$ cat src/rtl/mcpu_loader_pkg.sv
// -----------------------------------------------------------------------------
// mcpu_loader_pkg
// Shared definitions for the MCPU program loader/dumper: FSM state encoding,
// transfer-mode constants and the default word/address widths used by MCPU.
// -----------------------------------------------------------------------------
package mcpu_loader_pkg;

    // Default geometry, shared with the MCPU core and its RAM.
    localparam int DEF_WORD_SIZE = 16;
    localparam int DEF_ADDR_SIZE = 8;

    // Transfer direction, sampled together with start.
    localparam logic MODE_LOAD = 1'b0;
    localparam logic MODE_DUMP = 1'b1;

    typedef enum logic [2:0] {
        ST_IDLE      = 3'd0,
        ST_LOAD      = 3'd1,
        ST_DUMP_ADDR = 3'd2,
        ST_DUMP_CAP  = 3'd3,
        ST_DUMP_OUT  = 3'd4,
        ST_DONE      = 3'd5
    } state_t;

endpackage : mcpu_loader_pkg

$ cat src/rtl/mcpu_loader_cksum.sv
// -----------------------------------------------------------------------------
// mcpu_loader_cksum
// XOR accumulator for the words moved by the loader. Only instantiated when
// MCPU_LOADER_CKSUM_EN is defined.
//
// Ports:
//   i_clk     clock
//   i_reset   synchronous active-low reset (clears the accumulator)
//   i_clear   clear the accumulator (has priority over i_en)
//   i_en      fold i_data into the accumulator this cycle
//   i_data    word to accumulate
//   o_cksum   current accumulator value
// -----------------------------------------------------------------------------
module mcpu_loader_cksum #(
    parameter int WIDTH = 16
) (
    input  logic             i_clk,
    input  logic             i_reset,
    input  logic             i_clear,
    input  logic             i_en,
    input  logic [WIDTH-1:0] i_data,
    output logic [WIDTH-1:0] o_cksum
);

    logic [WIDTH-1:0] r_acc;

    always_ff @(posedge i_clk) begin
        if (!i_reset) begin
            r_acc <= '0;
        end else if (i_clear) begin
            r_acc <= '0;
        end else if (i_en) begin
            r_acc <= r_acc ^ i_data;
        end
    end

    assign o_cksum = r_acc;

endmodule : mcpu_loader_cksum

$ cat src/rtl/mcpu_prog_loader.sv
// -----------------------------------------------------------------------------
// mcpu_prog_loader
// Program loader/dumper for the MCPU single-port RAM.
//   LOAD: writes an incoming word stream into RAM starting at a base address.
//   DUMP: reads a RAM window back out as a word stream.
// The CPU is held in reset until the first LOAD completes, and frozen while
// any transfer is in progress.
//
// Optional feature: define MCPU_LOADER_CKSUM_EN to add o_cksum, the XOR of
// every word written (LOAD) or handed off (DUMP) since the last start.
//
// Ports:
//   i_clk, i_reset          clock, synchronous active-low reset
//   i_start, i_mode         one-cycle request and direction (0 LOAD, 1 DUMP)
//   i_base_addr, i_length   first RAM address, word count (0..RAM_SIZE)
//   i_s_data/valid, o_s_ready   load stream
//   o_m_data/valid, i_m_ready   dump stream
//   o_mem_addr/wdata/we, i_mem_rdata   RAM port (read data one cycle late)
//   o_cpu_reset             active-high reset to MCPU
//   o_busy, o_done          not idle / one-cycle completion pulse
//   o_cksum                 (MCPU_LOADER_CKSUM_EN only) running XOR
// -----------------------------------------------------------------------------
module mcpu_prog_loader
    import mcpu_loader_pkg::*;
#(
    parameter int WORD_SIZE = DEF_WORD_SIZE,
    parameter int ADDR_SIZE = DEF_ADDR_SIZE
) (
    input  logic                 i_clk,
    input  logic                 i_reset,
    input  logic                 i_start,
    input  logic                 i_mode,
    input  logic [ADDR_SIZE-1:0] i_base_addr,
    input  logic [ADDR_SIZE:0]   i_length,
    input  logic [WORD_SIZE-1:0] i_s_data,
    input  logic                 i_s_valid,
    output logic                 o_s_ready,
    output logic [WORD_SIZE-1:0] o_m_data,
    output logic                 o_m_valid,
    input  logic                 i_m_ready,
    output logic [ADDR_SIZE-1:0] o_mem_addr,
    output logic [WORD_SIZE-1:0] o_mem_wdata,
    output logic                 o_mem_we,
    input  logic [WORD_SIZE-1:0] i_mem_rdata,
    output logic                 o_cpu_reset,
    output logic                 o_busy,
    output logic                 o_done
`ifdef MCPU_LOADER_CKSUM_EN
    ,
    output logic [WORD_SIZE-1:0] o_cksum
`endif
);

    localparam int                 RAM_SIZE = 2 ** ADDR_SIZE;
    localparam logic [ADDR_SIZE:0] LEN_MAX  = (ADDR_SIZE + 1)'(RAM_SIZE);
    localparam logic [ADDR_SIZE:0] REM_ONE  = (ADDR_SIZE + 1)'(1);
    localparam logic [ADDR_SIZE:0] LEN_ZERO = '0;
    localparam logic [ADDR_SIZE-1:0] PTR_ONE = ADDR_SIZE'(1);

    state_t                 r_state;
    state_t                 w_next_state;
    logic [ADDR_SIZE-1:0]   r_ptr;
    logic [ADDR_SIZE:0]     r_rem;
    logic [WORD_SIZE-1:0]   r_m_data;
    logic                   r_mode;
    logic                   r_loaded;

    logic                   w_start_ok;
    logic                   w_load_acc;
    logic                   w_dump_acc;
    logic                   w_last;

    assign w_last = (r_rem == REM_ONE);

    // -------------------------------------------------------------------------
    // State register
    // -------------------------------------------------------------------------
    // NOTE: clocked state uses non-blocking assignments so every flop samples
    // the pre-edge values of the others, independent of block ordering.
    always_ff @(posedge i_clk) begin
        if (!i_reset) begin
            r_state <= ST_IDLE;
        end else begin
            r_state <= w_next_state;
        end
    end

    // -------------------------------------------------------------------------
    // Next-state and combinational outputs
    // -------------------------------------------------------------------------
    // NOTE: every signal written here gets a default first, so no path leaves
    // a value unassigned and no latch is inferred.
    always_comb begin
        w_next_state = r_state;
        w_start_ok   = 1'b0;
        w_load_acc   = 1'b0;
        w_dump_acc   = 1'b0;
        o_s_ready    = 1'b0;
        o_mem_we     = 1'b0;
        o_mem_wdata  = '0;
        o_m_valid    = 1'b0;

        case (r_state)
            ST_IDLE: begin
                if (i_start) begin
                    w_start_ok = 1'b1;
                    if (i_length == LEN_ZERO) begin
                        w_next_state = ST_DONE;
                    end else if (i_mode == MODE_DUMP) begin
                        w_next_state = ST_DUMP_ADDR;
                    end else begin
                        w_next_state = ST_LOAD;
                    end
                end
            end

            // Handshakes are masked while reset is asserted so that an abort
            // never commits the word that was in flight.
            ST_LOAD: begin
                o_s_ready   = i_reset;
                o_mem_wdata = i_s_data;
                if (i_s_valid && i_reset) begin
                    w_load_acc = 1'b1;
                    o_mem_we   = 1'b1;
                    if (w_last) begin
                        w_next_state = ST_DONE;
                    end
                end
            end

            ST_DUMP_ADDR: begin
                w_next_state = ST_DUMP_CAP;
            end

            // RAM read data for the address driven last cycle is valid now.
            ST_DUMP_CAP: begin
                w_next_state = ST_DUMP_OUT;
            end

            ST_DUMP_OUT: begin
                o_m_valid = i_reset;
                if (i_m_ready && i_reset) begin
                    w_dump_acc   = 1'b1;
                    w_next_state = w_last ? ST_DONE : ST_DUMP_ADDR;
                end
            end

            ST_DONE: begin
                w_next_state = ST_IDLE;
            end

            default: begin
                w_next_state = ST_IDLE;
            end
        endcase
    end

    // -------------------------------------------------------------------------
    // Datapath: pointer, remaining count, dump holding register, loaded flag
    // -------------------------------------------------------------------------
    always_ff @(posedge i_clk) begin
        if (!i_reset) begin
            r_ptr    <= '0;
            r_rem    <= '0;
            r_m_data <= '0;
            r_mode   <= MODE_LOAD;
            r_loaded <= 1'b0;
        end else begin
            if (w_start_ok) begin
                r_ptr  <= i_base_addr;
                r_rem  <= (i_length > LEN_MAX) ? LEN_MAX : i_length;
                r_mode <= i_mode;
            end
            // Pointer is exactly ADDR_SIZE bits wide, so it wraps modulo RAM_SIZE.
            if (w_load_acc || w_dump_acc) begin
                r_ptr <= r_ptr + PTR_ONE;
                r_rem <= r_rem - REM_ONE;
            end
            if (r_state == ST_DUMP_CAP) begin
                r_m_data <= i_mem_rdata;
            end
            if (r_state == ST_DONE && r_mode == MODE_LOAD) begin
                r_loaded <= 1'b1;
            end
        end
    end

    assign o_mem_addr  = r_ptr;
    assign o_m_data    = r_m_data;
    assign o_busy      = (r_state != ST_IDLE);
    assign o_done      = (r_state == ST_DONE);
    assign o_cpu_reset = !r_loaded || o_busy;

`ifdef MCPU_LOADER_CKSUM_EN
    logic [WORD_SIZE-1:0] w_ck_data;

    assign w_ck_data = w_load_acc ? i_s_data : r_m_data;

    mcpu_loader_cksum #(
        .WIDTH (WORD_SIZE)
    ) u_cksum (
        .i_clk   (i_clk),
        .i_reset (i_reset),
        .i_clear (w_start_ok),
        .i_en    (w_load_acc || w_dump_acc),
        .i_data  (w_ck_data),
        .o_cksum (o_cksum)
    );
`endif

endmodule : mcpu_prog_loader

$ cat config.mk
export PLATFORM = sky130hd
export DESIGN_NAME = mcpu_prog_loader
export DESIGN_NICKNAME = d
export VERILOG_FILES = /design/src/rtl/mcpu_loader_pkg.sv /design/src/rtl/mcpu_loader_cksum.sv /design/src/rtl/mcpu_prog_loader.sv
export SDC_FILE = /design/constraint.sdc
export NUM_CORES = 1
export LEC_CHECK = 0
export CAP_MARGIN = 20
export CORE_ASPECT_RATIO = 0.8
export CORE_UTILIZATION = 44
export DETAILED_ROUTE_END_ITERATION = 10
export GPL_TIMING_DRIVEN = 0
export PLACE_DENSITY = 0.85
export SLEW_MARGIN = 20
export SYNTH_ARGS = -nofsm -noshare
export SYNTH_HDL_FRONTEND = slang
export SYNTH_SLANG_ARGS = --single-unit
export TNS_END_PERCENT = 100
$ cat constraint.sdc
create_clock -name i_clk -period 2.91 [get_ports i_clk]
set_input_delay 0.873 -clock i_clk [delete_from_list [all_inputs] [get_ports i_clk]]
set_output_delay 0.873 -clock i_clk [all_outputs]
set_load 0.01 [all_outputs]
==> metrics.txt <==
status finished, final reports clean; most instantiated cells after synthesis nand2_1 (52), dfxtp_1 (38), a21oi_1 (26); Post-synth EDFFs 0; arrival time worst endpoint 2.00 ns; Relative slew margins 64.7%; hpwl dp 4.80 mm; Worst setup EP type primary output; DRT iter0 DRCs 190; largest net degree at the start of global routing 14; router iterations before antenna repair 4; register area share after synthesis 35.8%; YS warnings 0; Final period util 98.8%; crit-path max cell delay 0.54 ns; Tightest Pin Transition 0.530 ns; clock sinks 38; total gr overflow 0; Hold-fix buffers, CTS 0; Pwr Total 2.04 mW; fin area 3350 µm²; cell area after synthesis 2120 µm²; H-tree levels 2; root buffer cell clkbuf_8; Clock Path Buffers 2; I/O Buffers 99; filler cell count 389; Die Y 64.2 µm; initial antenna violation count 0; diodes inserted 0; CP Class in2out; max_cap viols 0; Mapped Cells 271; drt via density 5.55; WL per Instance 14.6 µm; final hold violations 0; element type at the critical path start input port; Post-DRT Antenna Nets 0; endpoints failing setup 0; Clock Skew 0.00567 ns; full die area 5110 µm²; clock network latency to the later pin of the worst-skew pair 0.29 ns; IO Count 101; vias in the first global route 2186; DR vias 2429; Post-Route WL 6.40 mm; largest fanout on the critical path 1; DRC viols 0; Mean Syn Cell Area 7.84 µm²; Synth async-reset ratio 0%; Req. time, crit path 2.04 ns; Area growth syn-to-layout 57.8%; CP dominant cell by count clkdlybuf4s50_1; r2r setup slk 1.12 ns; initial core utilization 45.9%; Num CTS Buffers 5; hold crit path type reg2reg; Slew Viols, Final 0; layout cells sized above 1 7.41%; area of the multi-input gates 1220 µm²; Buf/Inv on CP 2; hold slack 0.456 ns; Slowest-stage cell, CP clkdlybuf4s50_1; placed standard-cell area 3190 µm²; synthesis-stage register bit count 38; Core Area 4620 µm²; synth top area cells dfxtp_1 (36%), nand2_1 (9.2%), and3_1 (6.8%), a21oi_1 (6.1%), clkbuf_1 (2.5%); Placer Congestion 0.909; All-Layer GR Usage 25.4%; Synth area leader dfxtp_1; Worst VDD drop 0.000449 V; Reg area 763 µm²; number of distinct library cells after synthesis 50; crit-path leading delay family buffers and inverters; Final min period 2.87 ns; cell area power density 610 nW/µm²; final worst slack 0.0354 ns; pre-CTS setup slack -0.0984 ns; top_reg_cell synth dfxtp_1; CTS tree yes; fmax 348 MHz; Synth top area share 35.8%; RSZ-0062 raised after global routing no; crit path cell chain clkdlybuf4s50_1 -> and3_1 -> clkdlybuf4s50_1; number of setup buffers added after CTS 0; P_leak 1.31 nW; FP Rows 22; Layout Nets 435; most numerous cell in the Yosys netlist nand2_1; clock-pin slew on the worst setup and hold paths 0.08 ns; die width 79.7 µm; synthesized net count 329; first-pass GRT wire length 10.2 mm
[worst min-delay path: cells and delay by family (launching register included)]
kind	cells	cell delay (ns)
DFF	1	0.31
and+or+nand+nor	1	0.05
AOI/OAI and AO/OA	1	0.05
[sequential cells by signal, indices dropped and copies added (netlist names)]
register,cells
o_m_data,16
r_mode,1
r_loaded,1
r_rem,9
o_mem_addr,8
r_state,3
[layer usage]
layer,track usage [%],up-vias,wire length [µm]
met1,34.2,1130,2850
li1,-,1192,-
met2,42.1,100,3010
met4,7.05,0,72
met5,0,-,0
met3,3.57,7,465
[final timing paths]
check	startpoint	cells after the start	end
max	i_s_data[10]	3	o_mem_wdata[10]
min	o_m_data[3]$_SDFFE_PN0P_	2	o_m_data[3]$_SDFFE_PN0P_
max reg2reg	r_state[0]$_SDFFE_PN0P_	6	o_mem_addr[4]$_SDFFE_PN0P_
min reg2reg	o_m_data[3]$_SDFFE_PN0P_	2	o_m_data[3]$_SDFFE_PN0P_
[metrics by stage]
step,utilization [%],setup TNS (ns),instances
after floorplan,-,0,271
after global placement,69.0,-0.0955,430
after detailed placement,69.0,-0.0984,430
after CTS,72.1,0,438
after global routing,72.5,0,438
final,72.5,0,438
[logic make-up after synthesis]
group / after synthesis / synth area share [%]
AO/OA/AOI/OAI: 72 / 22.2
multiplexers: 5 / 2.41
adder cells (fa/ha/maj): 3 / 1.77
AND/OR/NAND/NOR: 122 / 30.5
flip-flops: 38 / 35.8
XOR/XNOR: 1 / 0.412
buffers and inverters: 30 / 6.89
[layout by cell type, fill, tap and decap left out, types with 4 or more instances in the layout]
cell type,count
a21oi_1,26
a22oi_1,4
a31oi_1,4
and3_1,23
buf_4,4
clkbuf_1,12
clkbuf_8,5
clkdlybuf4s50_1,95
dfxtp_1,36
inv_1,7
mux2i_1,4
nand2_1,52
nand3_1,7
nand4_1,4
nor2_1,6
nor3_1,7
o211ai_1,5
o21ai_0,4
o22ai_1,4
or3_1,4
[repair_timing]
item,CTS,global route
endpoints found under the setup margin,11,12
hold endpoints to repair,0,0
gates resized for setup,5,8
[power breakdown]
part,internal [mW],switching [mW]
sequential,0.586,0.0680
clock,0.344,0.200
combinational,0.428,0.419
total,1.36,0.687
[layout make-up]
cell class | count | area share (%)
plain buffers | 23 | 3.81
clock buffers | 5 | 2.05
clock inverters | 3 | 2.05
inverters | 7 | 0.784
multi-input cells | 203 | 36.5
flip-flops and latches | 38 | 22.8
well taps | 60 | 2.24
repair buffers | 99 | 29.7
No activity file was read; power rests on OpenSTA's default activity.
